--- config.mk ---
export PLATFORM = sky130hd
export DESIGN_NAME = mem_port_arbiter
export DESIGN_NICKNAME = d
export VERILOG_FILES = /design/src/rtl/mem_port_arbiter.sv
export SDC_FILE = /design/constraint.sdc
export NUM_CORES = 1
export LEC_CHECK = 0
export ABC_AREA = 1
export CAP_MARGIN = 10
export CORE_UTILIZATION = 44
export DETAILED_ROUTE_END_ITERATION = 8
export PLACE_DENSITY = 0.89
export SYNTH_ARGS = -nofsm -noshare
export SYNTH_HDL_FRONTEND = slang
export SYNTH_SLANG_ARGS = --single-unit
--- constraint.sdc ---
create_clock -name clk_i -period 3.47 [get_ports clk_i]
set_input_delay 0.694 -clock clk_i [delete_from_list [all_inputs] [get_ports clk_i]]
set_output_delay 0.694 -clock clk_i [all_outputs]
set_load 0.01 [all_outputs]
--- src/rtl/mem_port_arbiter.sv ---
// rtl/mem_port_arbiter.sv - arbitrates fetch and data requesters onto one single-outstanding memory port
module mem_port_arbiter #(
    parameter int ADDR_W       = 32,
    parameter int DATA_W       = 32,
    parameter int MAX_D_STREAK = 4
) (
    input  logic              clk_i,
    input  logic              reset_ni,
    input  logic              i_req_i,
    input  logic [ADDR_W-1:0] i_addr_i,
    output logic              i_ready_o,
    output logic              i_valid_o,
    output logic [DATA_W-1:0] i_rdata_o,
    input  logic              d_req_i,
    input  logic [ADDR_W-1:0] d_addr_i,
    input  logic              d_we_i,
    input  logic [1:0]        d_size_i,
    input  logic [DATA_W-1:0] d_wdata_i,
    output logic              d_ready_o,
    output logic              d_valid_o,
    output logic [DATA_W-1:0] d_rdata_o,
    output logic              m_req_o,
    output logic [ADDR_W-1:0] m_addr_o,
    output logic              m_we_o,
    output logic [1:0]        m_size_o,
    output logic [DATA_W-1:0] m_wdata_o,
    input  logic              m_ready_i,
    input  logic              m_rvalid_i,
    input  logic [DATA_W-1:0] m_rdata_i
);
    localparam logic [1:0] SIZE_WORD = 2'd2;
    localparam int SW = $clog2(MAX_D_STREAK + 1);

    typedef enum logic [1:0] {S_IDLE, S_REQ, S_WAIT} state_t;

    state_t        r_state;
    logic          r_owner_d;
    logic [SW-1:0] r_streak;

    logic w_idle;
    logic w_streak_full;
    logic w_grant_d;
    logic w_grant_i;

    // Grants depend only on the requests and the current state; gated by reset so outputs are quiet.
    assign w_idle        = (r_state == S_IDLE) && reset_ni;
    assign w_streak_full = (r_streak == SW'(MAX_D_STREAK));
    assign w_grant_d     = w_idle && d_req_i && !(i_req_i && w_streak_full);
    assign w_grant_i     = w_idle && i_req_i && !w_grant_d;
    assign i_ready_o     = w_grant_i;
    assign d_ready_o     = w_grant_d;

    always_ff @(posedge clk_i or negedge reset_ni) begin
        if (!reset_ni) begin
            r_state   <= S_IDLE;
            r_owner_d <= 1'b0;
            r_streak  <= '0;
            i_valid_o <= 1'b0;
            i_rdata_o <= '0;
            d_valid_o <= 1'b0;
            d_rdata_o <= '0;
            m_req_o   <= 1'b0;
            m_addr_o  <= '0;
            m_we_o    <= 1'b0;
            m_size_o  <= '0;
            m_wdata_o <= '0;
        end else begin
            i_valid_o <= 1'b0;
            d_valid_o <= 1'b0;
            case (r_state)
                S_IDLE: begin
                    if (w_grant_d) begin
                        r_owner_d <= 1'b1;
                        m_addr_o  <= d_addr_i;
                        m_we_o    <= d_we_i;
                        m_size_o  <= d_size_i;
                        m_wdata_o <= d_wdata_i;
                        m_req_o   <= 1'b1;
                        r_state   <= S_REQ;
                        // Streak only counts data grants that made a waiting fetch wait longer.
                        if (!i_req_i)
                            r_streak <= '0;
                        else if (!w_streak_full)
                            r_streak <= r_streak + SW'(1);
                    end else if (w_grant_i) begin
                        r_owner_d <= 1'b0;
                        m_addr_o  <= i_addr_i;
                        m_we_o    <= 1'b0;
                        m_size_o  <= SIZE_WORD;
                        m_wdata_o <= '0;
                        m_req_o   <= 1'b1;
                        r_state   <= S_REQ;
                        r_streak  <= '0;
                    end
                end
                S_REQ: begin
                    if (m_ready_i) begin
                        m_req_o <= 1'b0;
                        r_state <= S_WAIT;
                    end
                end
                S_WAIT: begin
                    if (m_rvalid_i) begin
                        if (r_owner_d) begin
                            d_rdata_o <= m_rdata_i;
                            d_valid_o <= 1'b1;
                        end else begin
                            i_rdata_o <= m_rdata_i;
                            i_valid_o <= 1'b1;
                        end
                        r_state <= S_IDLE;
                    end
                end
                default: r_state <= S_IDLE;
            endcase
        end
    end
endmodule
* After elaboration in Yosys (flattened, before gate mapping)
Cells that the tools add are included.
** Storage, ports and cells
- Flip-flop bits (word level) :: 140
- Input port bits :: 137
- Output and inout bits :: 136
- Word-level logic and storage cells :: 66
** Operators by class
- Add/subtract/negate cells :: 1
- Equality and inequality tests :: 7
- Multiplexer cells :: 28
- Bitwise operators :: 1
- Reductions and logical operators :: 17
** Operator list (count)
- 2-to-1 mux 32 bit :: 4
- AND reduction 3 bit :: 5
- 2-to-1 mux 1 bit :: 12
- 2-to-1 mux 2 bit :: 6
- 2-to-1 mux 3 bit :: 4
- logical AND 1 bit :: 6
- != test 3 bit, second input constant :: 2
- case mux 2 bit (3 select lines) :: 1
- != test 2 bit, second input constant :: 2
- nonzero test 2 bit :: 2
- adder 3 x 1 -> 3 bit, second input constant :: 1
- == test 3 bit, second input constant :: 1
- == test 2 x 1 -> 1 bit, second input constant :: 1
- == test 2 bit, second input constant :: 1
- logical NOT 1 bit :: 2
- logical NOT 2 bit :: 1
- case mux 1 bit (2 select lines) :: 1
- AND reduction 2 bit :: 1
- NOT 1 bit :: 1

* Depth between registers and ports, before layout
- Depth in word-level cells :: 9
- Depth in mapped cells :: 9
- Depth with buffers taken out :: 9

* Least setup slack after synthesis
Ideal clock, no wire load.
- Path kind :: input port to output port
- From :: input i_req_i
- To :: output i_ready_o
- Arrival time :: 1.334 ns
- Data required time :: 2.776 ns
- Slack :: 1.442 ns
- Cell stages on the path :: 5
- Path buffers :: 1
- Path through :: nand3_1 nand4_4 nand2_1 buf_2 inv_1
** On the way
- Cells in the longest elaborated chain, start to end :: 5
- Elaborated cells between the ends (all ways) :: 6
- Classes of those cells :: 6 x reduce/logical
** Ends and longest elaborated chain
- start: declaration :: line 9 : input logic i_req_i,
- logical AND 1 bit :: line 48 : assign w_grant_d = w_idle && d_req_i && !(i_req_i && w_streak_full);
- logical NOT 1 bit :: line 48
- logical AND 1 bit :: line 48
- logical NOT 1 bit :: line 49 : assign w_grant_i = w_idle && i_req_i && !w_grant_d;
- logical AND 1 bit * :: line 49
- end: declaration :: line 11 : output logic i_ready_o,
Every way passes the cells marked *; elsewhere a longest branch is shown, timed or not.

* Worst setup path after layout
Same ends and word-level chain as after synthesis.

==> summary.txt <==
Outcome
  – Status: finished, final reports clean

Synth
  – Top cell type by total area after synthesis: dfrtp_1
  – Yosys warning total: 0
  – Seq/Total Area, Yosys: roughly 62%
  – Most common cell in the netlist: nand2_1
  – Top cells by area, synth: dfrtp_1 62%, nand2_1 12%, o21ai_0 8.9%, nor2_1 4.5%, nand3b_1 4.1%
  – Most frequent cells after synthesis: 180 x nand2_1, 140 x dfrtp_1, 100 x o21ai_0, 67 x nor2_1, 42 x inv_1
  – Syn nets: 747
  – Post-Syn Area: 0.00562 mm^2
  – Avg Cell Area, Syn: between 9 and 10 um^2
  – Post-synth EDFFs: 0
  – Main flop type after synthesis: dfrtp_1
  – Library cells used by synthesis: 19
  – Synth Register Bits: 140
  – Post-synth top area share: 62.3%
  – Async set or reset register ratio after synthesis: 100%
  – Cells after synthesis: 608

Timing
  – Setup_tns: 0 ns
  – Hold WS: 0.164 ns
  – Slew @ Worst Pin: 0.778 ns
  – Max Freq: 0.348 GHz
  – Final Cycle Share: between 80% and 90%
  – Fin. max-slew vios: 0
  – Setup violations, final: 0
  – Post-route minimum period: 2.87 ns
  – Hold Violations, Final: 0
  – RSZ-0062 raised after global routing: no
  – Rel. slew slack: 48.1%
  – Skew final: 0.00630 ns

Layout
  – Area growth syn-to-layout: 61.9%
  – # diodes: 0
  – Fin nets: 1015
  – Layout fillers: 876
  – Layout cells sized above 1: under 10%

Critical path
  – CP delay by family, top: buffers and inverters
  – Critical path peak fanout: 4
  – Buf/Inv on CP: 3
  – CP arrival: 2.18 ns
  – Crit-path most repeated cell: clkdlybuf4s50_1
  – Worst path required time: 2.78 ns
  – CP endpoint kind: primary output
  – Slowest stage delay, CP: 0.54 ns
  – Crit-path slowest cell: clkdlybuf4s50_1
  – Critical Path Source Type: primary input
  – R2R Setup Slk: 1.45 ns
  – Critical-path cell list: clkdlybuf4s50_1, nand3_1, nand4_4, nand2_1, inv_1, clkdlybuf4s50_1
  – Setup CP Type: in2out

Clock tree
  – Number of gates resized after cts: 0
  – CTS H-tree depth: 4
  – Total CTS buffers: 17
  – CTS Buffer Depth: 2
  – Post-CTS Hold Buffers: 0
  – Clk sinks: 140
  – Root Buffer: clkbuf_16
  – CTS tree: built
  – CTS clock-pin slew for the worst setup and hold paths: 0.06 ns
  – Post-CTS setup buffers: 0
  – Clock latency on the worst-skew pair: 0.41 ns

GRT
  – GRT Resource Usage Total: 26.1%
  – Global-route wire length before repair: roughly 26 mm
  – Vias in the first global route: 5282
  – Initial antenna violation count: 1
  – Grt ovf: 0
  – Pin count of the biggest net entering global routing: 65

Pwr
  – Worst-case vdd ir drop: ~0.00042 V
  – Pwr dens: 869 mW/mm^2
  – Lkg Pwr: 4.24 nW

Drt
  – Vias per inst: between 4 and 5
  – DRC viols: 0
  – Final antenna-violating net count: 0
  – Iter 0 DRT Violations: 437
  – Routed len/inst: 15.5 um
  – Via count: 5150
  – DRT Pass-1 Iters: 6
  – Total Wirelength: between 15 and 20 mm

Floorplan
  – Initial Utilization: a little under half
  – Die W: 115 um
  – Core Area: 0.0122 mm^2
  – Die ar.: 0.0132 mm^2
  – Core Rows: 40
  – Die extent in y: 115 um
  – I/O Pins: about 270

Min path
  – Hold/Removal Path Class: in2async

Flow run
  – Max-cap violations: 0

Placement
  – Port bufs: 272
  – GP Congestion: around 0.8
  – Dpl hpwl: 11.6 mm
==> where the power goes <==
group / switching (W) / internal (W)
registers: 0.000409 / 0.00237
logic: 0.00148 / 0.00176
clock network: 0.000660 / 0.00122
==> registers in the layout (all words and copies together), names as in the netlist, 2 cells and up <==
register   cells
m_addr_o      32
r_streak       3
r_state        2
d_rdata_o     32
m_wdata_o     32
i_rdata_o     32
m_size_o       2
==> cells by family after synthesis <==
| group | after synthesis | share of synthesized area, % |
|---|---|---|
| AND/OR/NAND/NOR | 288 | 22.2 |
| adder cells (fa/ha/maj) | 2 | 0.445 |
| buffers and inverters | 76 | 5.83 |
| flip-flops | 140 | 62.3 |
| AO/OA/AOI/OAI | 101 | 9.03 |
| XOR/XNOR | 1 | 0.156 |
==> layout by cell type, fill, tap and decap left out, types with 4 or more instances in the layout <==
cell	count
clkbuf_16	17
clkinv_2	4
inv_1	42
nand3b_1	31
buf_4	10
clkbuf_8	5
nand2_1	180
dfrtp_1	140
nor2_1	67
o21ai_0	100
clkdlybuf4s50_1	271
nand3_2	4
==> cell type report <==
| class | count | area, um^2 | share of cell area [%] |
|---|---|---|---|
| Clock inverter | 10 | 136 | 1.50 |
| Inverter | 43 | 161 | 1.77 |
| Tap cell | 168 | 210 | 2.31 |
| Sequential cell | 140 | 3500 | 38.5 |
| Clock buffer | 22 | 494 | 5.43 |
| Multi-Input combinational cell | 392 | 1800 | 19.8 |
| Timing Repair Buffer | 282 | 2800 | 30.7 |
==> metal layers <==
layer | track usage, % | up-vias | part of all wire [%]
met3 | 8.12 | 48 | 7.5
met2 | 44.9 | 219 | 51
met1 | 29.1 | 2419 | 38
met4 | 13.6 | 2 | 3.7
li1 | - | 2462 | -
met5 | 0 | - | 0.067
==> per-stage QoR <==
step                      instance area, um^2  util [%]  power (W)  instances  worst slack (ns)
after floorplan                          5620         -    0.00407        608              1.44
after global placement                   8480      69.4    0.00591       1025             0.586
after CTS                                9110      74.6    0.00797       1057             0.573
after detailed placement                 8480      69.4    0.00603       1025             0.575
after global routing                     9110      74.6    0.00840       1057             0.477
final                                    9110      74.6    0.00791       1057             0.599
==> worst paths after layout <==
check | start | endpoint | cells after the start
max | i_req_i | i_ready_o | 6
min | reset_ni | m_addr_o[3] | 1
max reg2reg | r_state[0] | d_rdata_o[3] | 5
min reg2reg | m_wdata_o[11] | m_wdata_o[11] | 2
max in group asynchronous | reset_ni | d_valid_o | 3
min in group clk_i | m_wdata_o[11] | m_wdata_o[11] | 2
Note: power is estimated with default switching activity, not from simulation.
